**src/rtl/mem_arbiter.sv**
```systemverilog
// mem_arbiter: two-port arbiter/sequencer in front of a single-port block RAM.
//   Serialises port 0 (CPU data) and port 1 (fetch/loader) accesses, hides the
//   RAM's one-cycle registered read and returns a one-cycle ack per transaction.
// Ports:
//   clk, rst_n                     clock, asynchronous active-low reset
//   i_reqN/i_weN/i_addrN/i_wdataN  port N request, held stable until o_ackN
//   o_ackN                         port N one-cycle completion pulse
//   o_rdataN                       port N read data, valid with o_ackN, held afterwards
//   o_ram_wren/o_ram_addr/o_ram_data  RAM write enable, address, write data
//   i_ram_q                        RAM registered read data
module mem_arbiter #(
    parameter int unsigned AW         = 12,
    parameter int unsigned DW         = 16,
    parameter bit          FIXED_PRIO = 1'b0
) (
    input  logic          clk,
    input  logic          rst_n,
    input  logic          i_req0,
    input  logic          i_we0,
    input  logic [AW-1:0] i_addr0,
    input  logic [DW-1:0] i_wdata0,
    output logic          o_ack0,
    output logic [DW-1:0] o_rdata0,
    input  logic          i_req1,
    input  logic          i_we1,
    input  logic [AW-1:0] i_addr1,
    input  logic [DW-1:0] i_wdata1,
    output logic          o_ack1,
    output logic [DW-1:0] o_rdata1,
    output logic          o_ram_wren,
    output logic [AW-1:0] o_ram_addr,
    output logic [DW-1:0] o_ram_data,
    input  logic [DW-1:0] i_ram_q
);

    typedef enum logic [1:0] {
        StIdle = 2'd0,
        StRd   = 2'd1,
        StAck  = 2'd2
    } state_e;

    state_e        r_state, w_state_d;
    logic          r_win, w_win_d;
    logic [AW-1:0] r_addr, w_addr_d;
    logic          r_rr_last, w_rr_last_d;
    logic          r_ack0, w_ack0_d;
    logic          r_ack1, w_ack1_d;
    logic [DW-1:0] r_rdata0, w_rdata0_d;
    logic [DW-1:0] r_rdata1, w_rdata1_d;

    logic          w_any_req;
    logic          w_gnt;
    logic          w_gnt_we;
    logic [AW-1:0] w_gnt_addr;
    logic [DW-1:0] w_gnt_data;

    // Winner selection; only meaningful in StIdle.
    always_comb begin
        w_any_req = i_req0 | i_req1;
        if (i_req0 && i_req1) begin
            // Round-robin grants the port that did not win last time.
            w_gnt = FIXED_PRIO ? 1'b0 : ~r_rr_last;
        end else begin
            w_gnt = i_req1;
        end
        w_gnt_we   = w_gnt ? i_we1    : i_we0;
        w_gnt_addr = w_gnt ? i_addr1  : i_addr0;
        w_gnt_data = w_gnt ? i_wdata1 : i_wdata0;
    end

    always_comb begin
        w_state_d   = r_state;
        w_win_d     = r_win;
        w_addr_d    = r_addr;
        w_rr_last_d = r_rr_last;
        w_ack0_d    = 1'b0;
        w_ack1_d    = 1'b0;
        w_rdata0_d  = r_rdata0;
        w_rdata1_d  = r_rdata1;
        o_ram_wren  = 1'b0;
        o_ram_addr  = r_addr;
        o_ram_data  = w_gnt_data;

        unique case (r_state)
            StIdle: begin
                if (w_any_req) begin
                    // Drive the RAM straight from the winner so a write lands this edge.
                    o_ram_wren  = w_gnt_we;
                    o_ram_addr  = w_gnt_addr;
                    w_win_d     = w_gnt;
                    w_addr_d    = w_gnt_addr;
                    w_rr_last_d = w_gnt;
                    if (w_gnt_we) begin
                        w_state_d = StAck;
                        w_ack0_d  = ~w_gnt;
                        w_ack1_d  = w_gnt;
                    end else begin
                        w_state_d = StRd;
                    end
                end
            end
            StRd: begin
                // RAM output now reflects the address issued in StIdle.
                w_state_d = StAck;
                if (r_win) begin
                    w_ack1_d   = 1'b1;
                    w_rdata1_d = i_ram_q;
                end else begin
                    w_ack0_d   = 1'b1;
                    w_rdata0_d = i_ram_q;
                end
            end
            StAck: begin
                w_state_d = StIdle;
            end
            default: begin
                w_state_d = StIdle;
            end
        endcase
    end

    always_ff @(posedge clk or negedge rst_n) begin
        if (!rst_n) begin
            r_state   <= StIdle;
            r_win     <= 1'b0;
            r_addr    <= '0;
            r_rr_last <= 1'b1;
            r_ack0    <= 1'b0;
            r_ack1    <= 1'b0;
            r_rdata0  <= '0;
            r_rdata1  <= '0;
        end else begin
            r_state   <= w_state_d;
            r_win     <= w_win_d;
            r_addr    <= w_addr_d;
            r_rr_last <= w_rr_last_d;
            r_ack0    <= w_ack0_d;
            r_ack1    <= w_ack1_d;
            r_rdata0  <= w_rdata0_d;
            r_rdata1  <= w_rdata1_d;
        end
    end

    assign o_ack0   = r_ack0;
    assign o_ack1   = r_ack1;
    assign o_rdata0 = r_rdata0;
    assign o_rdata1 = r_rdata1;

endmodule

```
**config.mk**
```make
export PLATFORM = sky130hd
export DESIGN_NAME = mem_arbiter
export DESIGN_NICKNAME = d
export VERILOG_FILES = /design/src/rtl/mem_arbiter.sv
export SDC_FILE = /design/constraint.sdc
export NUM_CORES = 1
export LEC_CHECK = 0
export BUFFER_PORTS_ARGS = -buffer_cell sky130_fd_sc_hd__buf_4
export CORE_UTILIZATION = 35
export CTS_CLUSTER_DIAMETER = 200
export DETAILED_ROUTE_END_ITERATION = 10
export GPL_TIMING_DRIVEN = 0
export PLACE_DENSITY = 0.71
export SYNTH_ARGS = -nofsm -noshare
export SYNTH_HDL_FRONTEND = slang
export SYNTH_SLANG_ARGS = --single-unit
```
**constraint.sdc**
```tcl
create_clock -name clk -period 1.4 [get_ports clk]
set_input_delay 0.07 -clock clk [delete_from_list [all_inputs] [get_ports clk]]
set_output_delay 0.07 -clock clk [all_outputs]
set_load 0.01 [all_outputs]
```
Yosys cells after proc, flatten, opt, wreduce, memory -nomap -nowiden:

Cells that the tools add are included.

* word-level logic and storage cells: 38
* bits of input ports: 78
* flip-flop bits (word level): 50
* output and inout bits: 63

* reduce and logical (&&, ||, !) cells: 5
* eq/ne operators: 2
* bitwise gates (word level): 4
* multiplexer cells: 19

Operators with widths (count)
* $mux 12: 3
* $mux 16: 1
* $mux 1: 10
* $reduce_and 2->1: 3
* $mux 2: 2
* $pmux 1 s2: 2
* $pmux 2 s2: 1
* $not 1->1: 3
* $eq 2x1->1 const B: 1
* $logic_not 2->1: 1
* $ne 2x2->1 const B: 1
* $logic_and 1x1->1: 1
* $or 1x1->1: 1

Logic depth before layout (Yosys ltp):

Gate-level depths: netlist of the first run.

* word-level depth: 6
* gate-level depth with buffers: 5
* mapped depth without buffers: 3

Worst setup path before layout of the first run:

OpenSTA, ideal clock, no wires.

* path type: reg2reg
* start: reg r_rr_last
* end: reg r_addr[0]
* path buffers: 1
* setup slack: -0.025 ns
* setup time: 0.131 ns
* period minus slack after synthesis: 1.425 ns
* required time: 1.269 ns
* stages on the path, launching flop included: 5
* data arrival time: 1.294 ns
* cell sequence: dfstp_2 -> a21bo_2 -> clkbuf_1 -> nand2_1 -> a31oi_1

* longest elaborated chain between the ends: 5

RTL lines
* start, declared: RTL line 45 `logic r_rr_last, w_rr_last_d;`
* start signal, assigned: RTL line 136 `r_rr_last <= w_rr_last_d;`
* $not 1->1: RTL line 62 `w_gnt = FIXED_PRIO ? 1'b0 : ~r_rr_last;`
* $mux 1: RTL line 60 `if (i_req0 && i_req1) begin`
* $mux 12: RTL line 67 `w_gnt_addr = w_gnt ? i_addr1 : i_addr0;`
* $mux 12: RTL line 86 `if (w_any_req) begin`
* $mux 12
* named net o_ram_addr[0]: RTL line 31 `output logic [AW-1:0] o_ram_addr,`
* end signal, assigned: RTL line 135 `r_addr <= w_addr_d;`
* end, declared: RTL line 44 `logic [AW-1:0] r_addr, w_addr_d;`

The timed path passes the listed nets, and every way through them passes these cells.
A chain may end at the register's enable or synchronous reset.

Worst setup path in the final report of the first run:

* start: reg r_rr_last
* end: out o_ram_addr[8]

* longest elaborated chain between the ends: 5

RTL lines
* $not 1->1: RTL line 62
* $mux 1: RTL line 60
* $mux 12: RTL line 67
* $mux 12
* $mux 12: RTL line 84 `unique case (r_state)`
* end, declared: RTL line 31

No other way between the ends.

==> results of run 1 <==
## area by class of cell
type,count,share of cell area
Multi-Input combinational cell,150,0.299
Buffer,11,0.0279
Timing Repair Buffer,174,0.338
Tap cell,75,0.0220
Sequential cell,50,0.294
Clock buffer,5,0.0161
Clock inverter,2,0.00323
## per-stage QoR
step	worst slack, ns	std cells	utilization	total power, mW
5_1_grt	-0.352	467	0.708	8.68
2_1_floorplan	-0.0247	211	-	4.22
3_5_place_dp	-0.278	426	0.562	5.97
3_3_place_gp	-0.239	426	0.562	5.88
6_report	-0.303	467	0.708	8.19
4_1_cts	-0.275	456	0.643	7.37
## placed cells by master, fill, tap and decap left out, drive strengths merged, types with 2 or more instances in the layout
cell | netlist | final
nand2 | 76 | 76
a21oi | 16 | 16
buf | 8 | 168
dlygate4sd3 | 0 | 15
nand3b | 2 | 2
a31oi | 14 | 14
clkbuf | 3 | 7
mux2 | 32 | 32
dfrtp | 49 | 49
## power groups by stage
stage | Sequential, mW | Combinational (mW) | Clock [mW]
floorplan | 2.77 | 1.45 | 0
global placement | 2.54 | 3.34 | 0
finish | 2.59 | 4.76 | 0.832
CTS | 2.57 | 3.95 | 0.857
detailed placement | 2.57 | 3.40 | 0
global route | 2.66 | 5.11 | 0.910
## registers in the layout, indices dropped and copies added, names as in the netlist
name / count
o_rdata0: 16
o_ack1: 1
r_rr_last: 1
o_ack0: 1
r_win: 1
r_addr: 12
o_rdata1: 16
r_state: 2
## metal layers
layer  part of all wire  GRT usage
met1               0.40      0.232
met2               0.50      0.343
met3              0.089     0.0589
met4              0.012     0.0474
met5                  0          0
## repair_timing
item	4_1_cts	5_1_grt
hold endpoints to repair	66	1
pin swaps	16	30
buffers inserted	8	8
gates resized for setup	48	78
cloned	1	2
setup endpoints to repair	67	41
hold buffers	14	1
## final timing paths
check | endpoint | slack (ns)
min in group asynchronous | o_rdata0[4]$_DFFE_PN0P_ | 0.34
hold reg to reg | o_rdata1[12]$_DFFE_PN0N_ | 0.51
max in group asynchronous | r_win$_DFFE_PN0P_ | 0.61
setup / recovery | o_ram_addr[8] | -0.30
setup reg to reg | o_rdata0[5]$_DFFE_PN0P_ | -0.12
hold / removal | o_rdata0[7]$_DFFE_PN0P_ | 0.01
## logic make-up after synthesis
| kind of cell | Yosys count |
|---|---|
| simple gates | 84 |
| compound gates | 34 |
| buf+inv | 11 |
| flops | 50 |
| mux | 32 |
==> results.json, run 1 <==
{
  "critPathCaptureType": "primary output",
  "worstMarginPinSlew_ns": 0.642,
  "initial_utilization": 0.369,
  "register_area_mm2": 0.00126,
  "yosys.cell_count.top_type": "nand2_1",
  "max-vdd-ir-drop_mv": 1.24,
  "antenna-diode-count": 0,
  "startpoint_type": "flip-flop",
  "postPlaceCellArea_mm2": 0.00339,
  "timing.critical_path.buf_inv": 2,
  "min_from": "i_ram_q[7]",
  "routabilityCongestion": 0.763,
  "max_capacitance_violation_count": 0,
  "core.rowCount": 28,
  "post_synth_instance_area_mm2": 0.00222,
  "worstReg2RegStart": "r_state[1]$_DFFE_PN0P_",
  "synth_area_per_cell_um2": 10.5,
  "clock_skew_ns": 0.00421,
  "cpMaxStageDelayCell": "dfstp_2",
  "die_area_mm2": 0.00668,
  "timing.final.crit_share": 1.22,
  "area_of_the_multi_input_gates_mm2": 0.00127,
  "cp_slowest_stage_delay_ns": 0.60,
  "post_syn_nets": 289,
  "final_layout_size_suffix_gt1_frac": 0.648,
  "synthDistinctLibCells": 23,
  "async_reset_ff_frac": 1.00,
  "grt_setup_unrepaired": "true",
  "worst_path_most_repeated_cell": "buf_6",
  "ys_top_cells_by_count": "76 x nand2_1, 49 x dfrtp_1, 32 x mux2_2",
  "firstDrtPassIters": 4,
  "total_number_of_vias": 2261,
  "run_status": "finished with violations",
  "crit_required_ns": 1.33,
  "place.port_buffers": 140,
  "dr.first_iter.drc_count": 53,
  "cell_count_after_synthesis": 211,
  "cpLargestDelayFamily": "flip-flops",
  "pin_count_of_the_biggest_net_entering_global_routing": 51,
  "combinational_family_with_the_most_area_after_synthesis": "multiplexers",
  "post_synth_mux_area_share": 0.162,
  "groute.usage.overall": 0.195,
  "worst-r2r-cell-count": 4,
  "power.density_cell_area_mw_per_mm2": 1920,
  "synthXorXnorAreaFrac": 0,
  "slew_viol_final": 0,
  "period_needed_ns": 1.70,
  "die_width_um": 81.7,
  "timing.critical_path.cells": "a21bo_4 -> buf_6 -> nand2_4 -> a31oi_4 -> buf_6",
  "tns_ns": -9.31,
  "global_route_wire_length_before_repair_um": 10000,
  "floorplan.io_pins": 141,
  "synth-warning-count": 0,
  "peak_fanout_along_the_critical_path": 5,
  "hold_viol_final": 0,
  "drt-total-wl_um": 7100,
  "cp.depth": 5,
  "tritoncts.num_buffers": 5,
  "max_clock_freq_mhz": 587,
  "critical_path_class": "reg2out",
  "finish.net_count": 470,
  "worst_skew_pair.late_latency_ns": 0.30,
  "overflow": 0,
  "p_comb_frac": 0.582,
  "worst_hold_path.num_cells": 2,
  "design.core.area_mm2": 0.00603,
  "area_growth_pct": 91.8,
  "drt-vias-per-instance": 4.84,
  "clock_tree.htree_level_count": 2,
  "final.hold.worst_slack_ns": 0.00977,
  "synth_area_leader_cell": "dfrtp_1",
  "worstSetupStartpoint": "r_rr_last$_DFFE_PN1P_",
  "p_leak_nw": 2.09,
  "p_sw_mw": 2.89,
  "cts-root-buf": "clkbuf_8",
  "fin_ws_ns": -0.303,
  "dpl.hpwl_um": 4560,
  "ys.flop_type": "dfrtp_1",
  "synth-edff-count": 0,
  "die_h_um": 81.7,
  "post_synth_main_area_contributors": "dfrtp_1 55%, mux2_2 16%, nand2_1 13%, a31oi_1 3.9%, a21oi_1 3.6%",
  "drc": 0,
  "drtAntennaViolNets": 0,
  "internal_mw": 5.30,
  "p_sw_frac": 0.353,
  "p_clk_frac": 0.102,
  "p_seq_frac": 0.316,
  "cts_tree": "done",
  "nFillCells": 407,
  "synth-adder-area-share": 0,
  "cts.path.max_buffers": 2,
  "grt_antenna_before_repair": 0,
  "slew_headroom": 0.572,
  "yosys.area_share.simple": 0.158,
  "compound_cell_area_share_of_the_yosys_netlist": 0.0906,
  "finalInstanceArea_mm2": 0.00427,
  "failed_checks": "setup timing",
  "flop_and_latch_count_out_of_synthesis": 50,
  "synth.top_cell.area_share": 0.551,
  "routed_wire_length_per_instance_um": 15.2,
  "synth_seq_area_share": 0.563,
  "clk_transition_reported_paths_ns": 0.09,
  "finalSetupViolations": 46,
  "hold_path.class": "in2reg",
  "first_global_vias": 2136,
  "clock_sinks": 50,
  "cp_data_arrival_time_ns": 1.63
}
No activity file was read; power rests on OpenSTA's default activity.
==> run 2: changes to the inputs <==
- BUFFER_PORTS_ARGS: -buffer_cell sky130_fd_sc_hd__buf_4 -> not set
- DONT_BUFFER_PORTS: not set -> 1
- PLACE_DENSITY: 0.71 -> not set
==> results.json, run 2 (same netlist as run 1, synthesis figures left out) <==
{
  "power.density_cell_area_mw_per_mm2": 2000,
  "first_global_vias": 1702,
  "cp_data_arrival_time_ns": 1.52,
  "run_status": "finished with violations",
  "peak_fanout_along_the_critical_path": 5,
  "startpoint_type": "flip-flop",
  "grt_setup_unrepaired": "true",
  "crit_required_ns": 1.33,
  "p_sw_mw": 2.64,
  "internal_mw": 4.35,
  "hold_path.class": "in2reg",
  "drtAntennaViolNets": 0,
  "min_from": "i_addr1[0]",
  "cpMaxStageDelayCell": "dfstp_2",
  "dr.first_iter.drc_count": 41,
  "critical_path_class": "reg2out",
  "final_layout_size_suffix_gt1_frac": 0.469,
  "finalSetupViolations": 45,
  "max-vdd-ir-drop_mv": 1.36,
  "p_sw_frac": 0.377,
  "groute.usage.overall": 0.172,
  "worstReg2RegStart": "r_state[0]$_DFFE_PN0P_",
  "die_width_um": 81.7,
  "cts.path.max_buffers": 2,
  "worst_hold_path.num_cells": 2,
  "timing.critical_path.buf_inv": 1,
  "routabilityCongestion": 0.753,
  "total_number_of_vias": 1823,
  "core.rowCount": 28,
  "die_area_mm2": 0.00668,
  "worstMarginPinSlew_ns": 0.421,
  "design.core.area_mm2": 0.00603,
  "clock_sinks": 50,
  "leading_cell_type_in_the_layout_fill_and_taps_excluded": "dfrtp_1",
  "global_route_wire_length_before_repair_um": 8440,
  "failed_checks": "setup timing",
  "drt-total-wl_um": 6580,
  "period_needed_ns": 1.59,
  "cp.depth": 4,
  "pin_count_of_the_biggest_net_entering_global_routing": 51,
  "tns_ns": -5.37,
  "clock_skew_ns": 0.0109,
  "die_h_um": 81.7,
  "clock_tree.htree_level_count": 2,
  "critPathCaptureType": "primary output",
  "cts-root-buf": "clkbuf_8",
  "p_comb_frac": 0.428,
  "layout_common_cells": "46 x dfrtp_1, 38 x dlygate4sd3_1, 36 x nand2_1",
  "max_capacitance_violation_count": 0,
  "initial_utilization": 0.369,
  "firstDrtPassIters": 4,
  "dpl.hpwl_um": 3740,
  "utilization": 0.580,
  "p_clk_frac": 0.155,
  "cp_slowest_stage_delay_ns": 0.59,
  "drt-vias-per-instance": 5.27,
  "grt_antenna_before_repair": 0,
  "finalPower_mw": 6.99,
  "cpLargestDelayFamily": "flip-flops",
  "place.port_buffers": 0,
  "clk_transition_reported_paths_ns": 0.09,
  "antenna-diode-count": 0,
  "r2r_slack_ns": -0.06,
  "worst-r2r-cell-count": 5,
  "fin_ws_ns": -0.187,
  "slew_viol_final": 0,
  "drc": 0,
  "worst_skew_pair.late_latency_ns": 0.30,
  "max_clock_freq_mhz": 630,
  "finish.cell_count_without_fillers": 346,
  "p_seq_frac": 0.417,
  "tritoncts.num_buffers": 5,
  "slew_headroom": 0.719,
  "placed_instance_count": 286,
  "cts_tree": "done",
  "overflow": 0,
  "area_growth_pct": 57.0,
  "hold_viol_final": 0,
  "worstSetupStartpoint": "r_rr_last$_DFFE_PN1P_",
  "timing.final.crit_share": 1.13,
  "routed_wire_length_per_instance_um": 19.0,
  "timing.critical_path.cells": "a21bo_4 -> buf_6 -> nand2_2 -> a31oi_4",
  "floorplan.io_pins": 141,
  "finish.net_count": 348,
  "p_leak_nw": 1.51
}
## run 2: changes by cell type in the layout (fill, tap and decap cells not counted), moves of 16 or more
cell           delta
buf_4           -130
nand2_1          -17
buf_6            -18
dlygate4sd3_1    +23
nand2_2          +16
## run 2: timing repair
item                                    CTS  global route
resized for setup                        83            50
endpoints found under the setup margin   67            46
hold buffers                             31             8
pin swaps                                18            30
gates cloned                              1             2
hold endpoints to repair                 92             7
setup buffers                             7             4
## run 2: worst register-to-register path, cell delays in order, from the launching register on
cell and delay, ns:
dfrtp_2 0.43, buf_6 0.13, nor3b_4 0.22, buf_6 0.15
buf_6 0.13, mux2_4 0.30
## run 2: power by group through the flow
stage / Clock [mW] / Sequential, mW / Combinational (mW)
6_report: 1.08 / 2.91 / 2.99
5_1_grt: 1.17 / 3.02 / 3.19
4_1_cts: 1.10 / 2.89 / 2.60
3_5_place_dp: 0 / 2.90 / 1.74
3_3_place_gp: 0 / 2.88 / 1.70
2_1_floorplan: 0 / 2.77 / 1.45
## run 2: area by class of cell
class | count | area, um^2
Buffer | 10 | 129
Fill cell | 479 | 2530
Sequential cell | 50 | 1260
Clock inverter | 2 | 38.8
Tap cell | 75 | 93.8
Multi-Input combinational cell | 150 | 1340
Clock buffer | 6 | 82.6
Timing Repair Buffer | 53 | 551
## run 2: stage by stage
stage	area (um^2)	setup slack, ns	hold slack [ns]
after floorplan	2240	-0.0247	-0.226
after global placement	2330	-0.326	-0.225
after detailed placement	2330	-0.354	-0.225
after CTS	3200	-0.162	0.00202
after global routing	3490	-0.236	0.00283
final	3490	-0.187	0.0144
## run 2: path summary, 6_finish.rpt
path	endpoint
worst max-delay path	o_ram_addr[8]
worst min-delay path	r_addr[0]$_DFF_PN0_
worst max register to register	o_rdata0[13]$_DFFE_PN0P_
worst min register to register	o_ack1$_DFF_PN0_
max in group asynchronous	r_rr_last$_DFFE_PN1P_
min in group asynchronous	o_rdata1[0]$_DFFE_PN0N_
## run 2: metal layers
metal	global-route usage	vias up	wire length, um
met3	0.0567	4	598
met1	0.194	875	2540
met5	0	-	0
li1	-	836	-
met2	0.307	108	3400
met4	0.0491	0	37
==> run 3: changes to the inputs <==
- SKIP_LAST_GASP: not set -> 1
- TNS_END_PERCENT: not set -> 5
==> results.json, run 3 (same netlist as run 1, synthesis figures left out) <==
{
  "run_status": "finished with violations",
  "failed_checks": "setup timing",
  "r2r-end": "o_rdata1[12]$_DFFE_PN0N_",
  "overflow": 0,
  "cpMaxStageDelayCell": "dfstp_2",
  "initial_utilization": 0.369,
  "max-vdd-ir-drop_mv": 1.39,
  "total_number_of_vias": 1743,
  "p_sw_frac": 0.387,
  "cp_data_arrival_time_ns": 1.49,
  "internal_mw": 3.86,
  "leading_cell_type_in_the_layout_fill_and_taps_excluded": "nand2_1",
  "p_comb_frac": 0.402,
  "critPathCaptureType": "primary output",
  "worstReg2RegStart": "r_state[1]$_DFFE_PN0P_",
  "critical_path_class": "reg2out",
  "min_delay_worst_endpoint": "r_addr[4]$_DFF_PN0_",
  "slew_viol_final": 0,
  "clock_skew_ns": 0.00510,
  "routed_wire_length_per_instance_um": 17.0,
  "p_sw_mw": 2.44,
  "cts-root-buf": "clkbuf_8",
  "hold_path.class": "in2reg",
  "p_clk_frac": 0.140,
  "clock_tree.htree_level_count": 2,
  "hold_viol_final": 0,
  "cp_slowest_stage_delay_ns": 0.58,
  "drtAntennaViolNets": 0,
  "grt_antenna_before_repair": 0,
  "drt-vias-per-instance": 5.20,
  "tns_ns": -4.30,
  "global_route_wire_length_before_repair_um": 8450,
  "p_leak_nw": 1.33,
  "first_global_vias": 1751,
  "power.density_cell_area_mw_per_mm2": 2010,
  "final_layout_size_suffix_gt1_frac": 0.346,
  "crit_required_ns": 1.33,
  "dpl.hpwl_um": 3730,
  "p_seq_frac": 0.458,
  "groute.usage.overall": 0.174,
  "dr.first_iter.drc_count": 48,
  "core.rowCount": 28,
  "clock_sinks": 50,
  "cts_tree": "done",
  "timing.critical_path.cells": "a21bo_4 -> clkbuf_16 -> nand2_4 -> a31oi_4",
  "finalSetupViolations": 45,
  "timing.final.crit_share": 1.12,
  "die_area_mm2": 0.00668,
  "worstMarginPinSlew_ns": 0.424,
  "place.port_buffers": 0,
  "fin_ws_ns": -0.162,
  "placed_instance_count": 286,
  "tritoncts.num_buffers": 5,
  "utilization": 0.521,
  "min_from": "i_addr0[4]",
  "finalPower_mw": 6.30,
  "worst-r2r-cell-count": 3,
  "floorplan.io_pins": 141,
  "cts.path.max_buffers": 2,
  "routabilityCongestion": 0.767,
  "die_h_um": 81.7,
  "final.hold.worst_slack_ns": 0.00928,
  "worst_skew_pair.late_latency_ns": 0.30,
  "finish.cell_count_without_fillers": 335,
  "firstDrtPassIters": 4,
  "finalInstanceArea_mm2": 0.00314,
  "clk_transition_reported_paths_ns": 0.09,
  "area_growth_pct": 41.2,
  "max_capacitance_violation_count": 0,
  "design.core.area_mm2": 0.00603,
  "slew_headroom": 0.717,
  "antenna-diode-count": 0,
  "layout_common_cells": "66 x nand2_1, 48 x dfrtp_1, 32 x mux2_2, 32 x dlygate4sd3_1, 15 x a21oi_1",
  "finish.net_count": 337,
  "period_needed_ns": 1.56,
  "drt-total-wl_um": 5690,
  "startpoint_type": "flip-flop",
  "max_clock_freq_mhz": 640,
  "peak_fanout_along_the_critical_path": 5,
  "postPlaceCellArea_mm2": 0.00232,
  "pin_count_of_the_biggest_net_entering_global_routing": 51,
  "drc": 0,
  "die_width_um": 81.7,
  "worst_hold_path.num_cells": 2,
  "r2r_slack_ns": -0.04,
  "detailedPlace.worstSlack_ns": -0.450,
  "grt_setup_unrepaired": "true"
}
==> run 3: final cells by class <==
| class | count | area (um^2) |
|---|---|---|
| clock inverter | 2 | 16.3 |
| sequential | 50 | 1250 |
| tap | 75 | 93.8 |
| timing repair buffer | 41 | 415 |
| clock buffer | 6 | 82.6 |
| multi-input combinational | 150 | 1150 |
| buffer | 11 | 125 |
| fill | 493 | 2880 |
==> run 3: power groups by stage <==
stage | clock network [mW] | logic, mW | registers, mW
after CTS | 0.913 | 2.51 | 2.88
final | 0.881 | 2.53 | 2.89
after global routing | 0.968 | 2.73 | 3.00
after floorplan | 0 | 1.43 | 2.76
after global placement | 0 | 1.67 | 2.87
after detailed placement | 0 | 1.70 | 2.90
==> run 3: timing repair <==
action                                 4_1_cts  5_1_grt
pin swaps                                   12        0
cloned                                       1        0
endpoints found under the hold margin       95        1
hold buffers                                32        1
resized for setup                           63        2
setup endpoints to repair                   68       55
buffers inserted                             7        0
==> run 3: how the worst max path moves through the flow <==
stage	end	slack [ns]	startpoint
floorplan	r_addr[1]$_DFF_PN0_	-0.02	r_rr_last$_DFFE_PN1P_
global placement	r_addr[4]$_DFF_PN0_	-0.45	r_state[0]$_DFFE_PN0P_
detailed placement	r_addr[4]$_DFF_PN0_	-0.45	r_state[0]$_DFFE_PN0P_
CTS	o_ram_wren	-0.15	r_rr_last$_DFFE_PN1P_
global route	o_ram_addr[11]	-0.24	r_rr_last$_DFFE_PN1P_
finish	o_ram_addr[1]	-0.16	r_rr_last$_DFFE_PN1P_
==> run 3: critical path, delay by kind of cell, from the launching register on <==
family	cells	cell delay (ns)
AO/OA/AOI/OAI	2	0.40
flip-flops	1	0.58
buffers and inverters	1	0.16
AND/OR/NAND/NOR	1	0.06
==> run 3: layer usage <==
layer / vias up / track usage / routed length [um]
met5: - / 0 / 0
met4: 0 / 0.0596 / 94
met3: 7 / 0.0478 / 528
met2: 105 / 0.317 / 2890
met1: 815 / 0.193 / 2170
li1: 816 / - / -
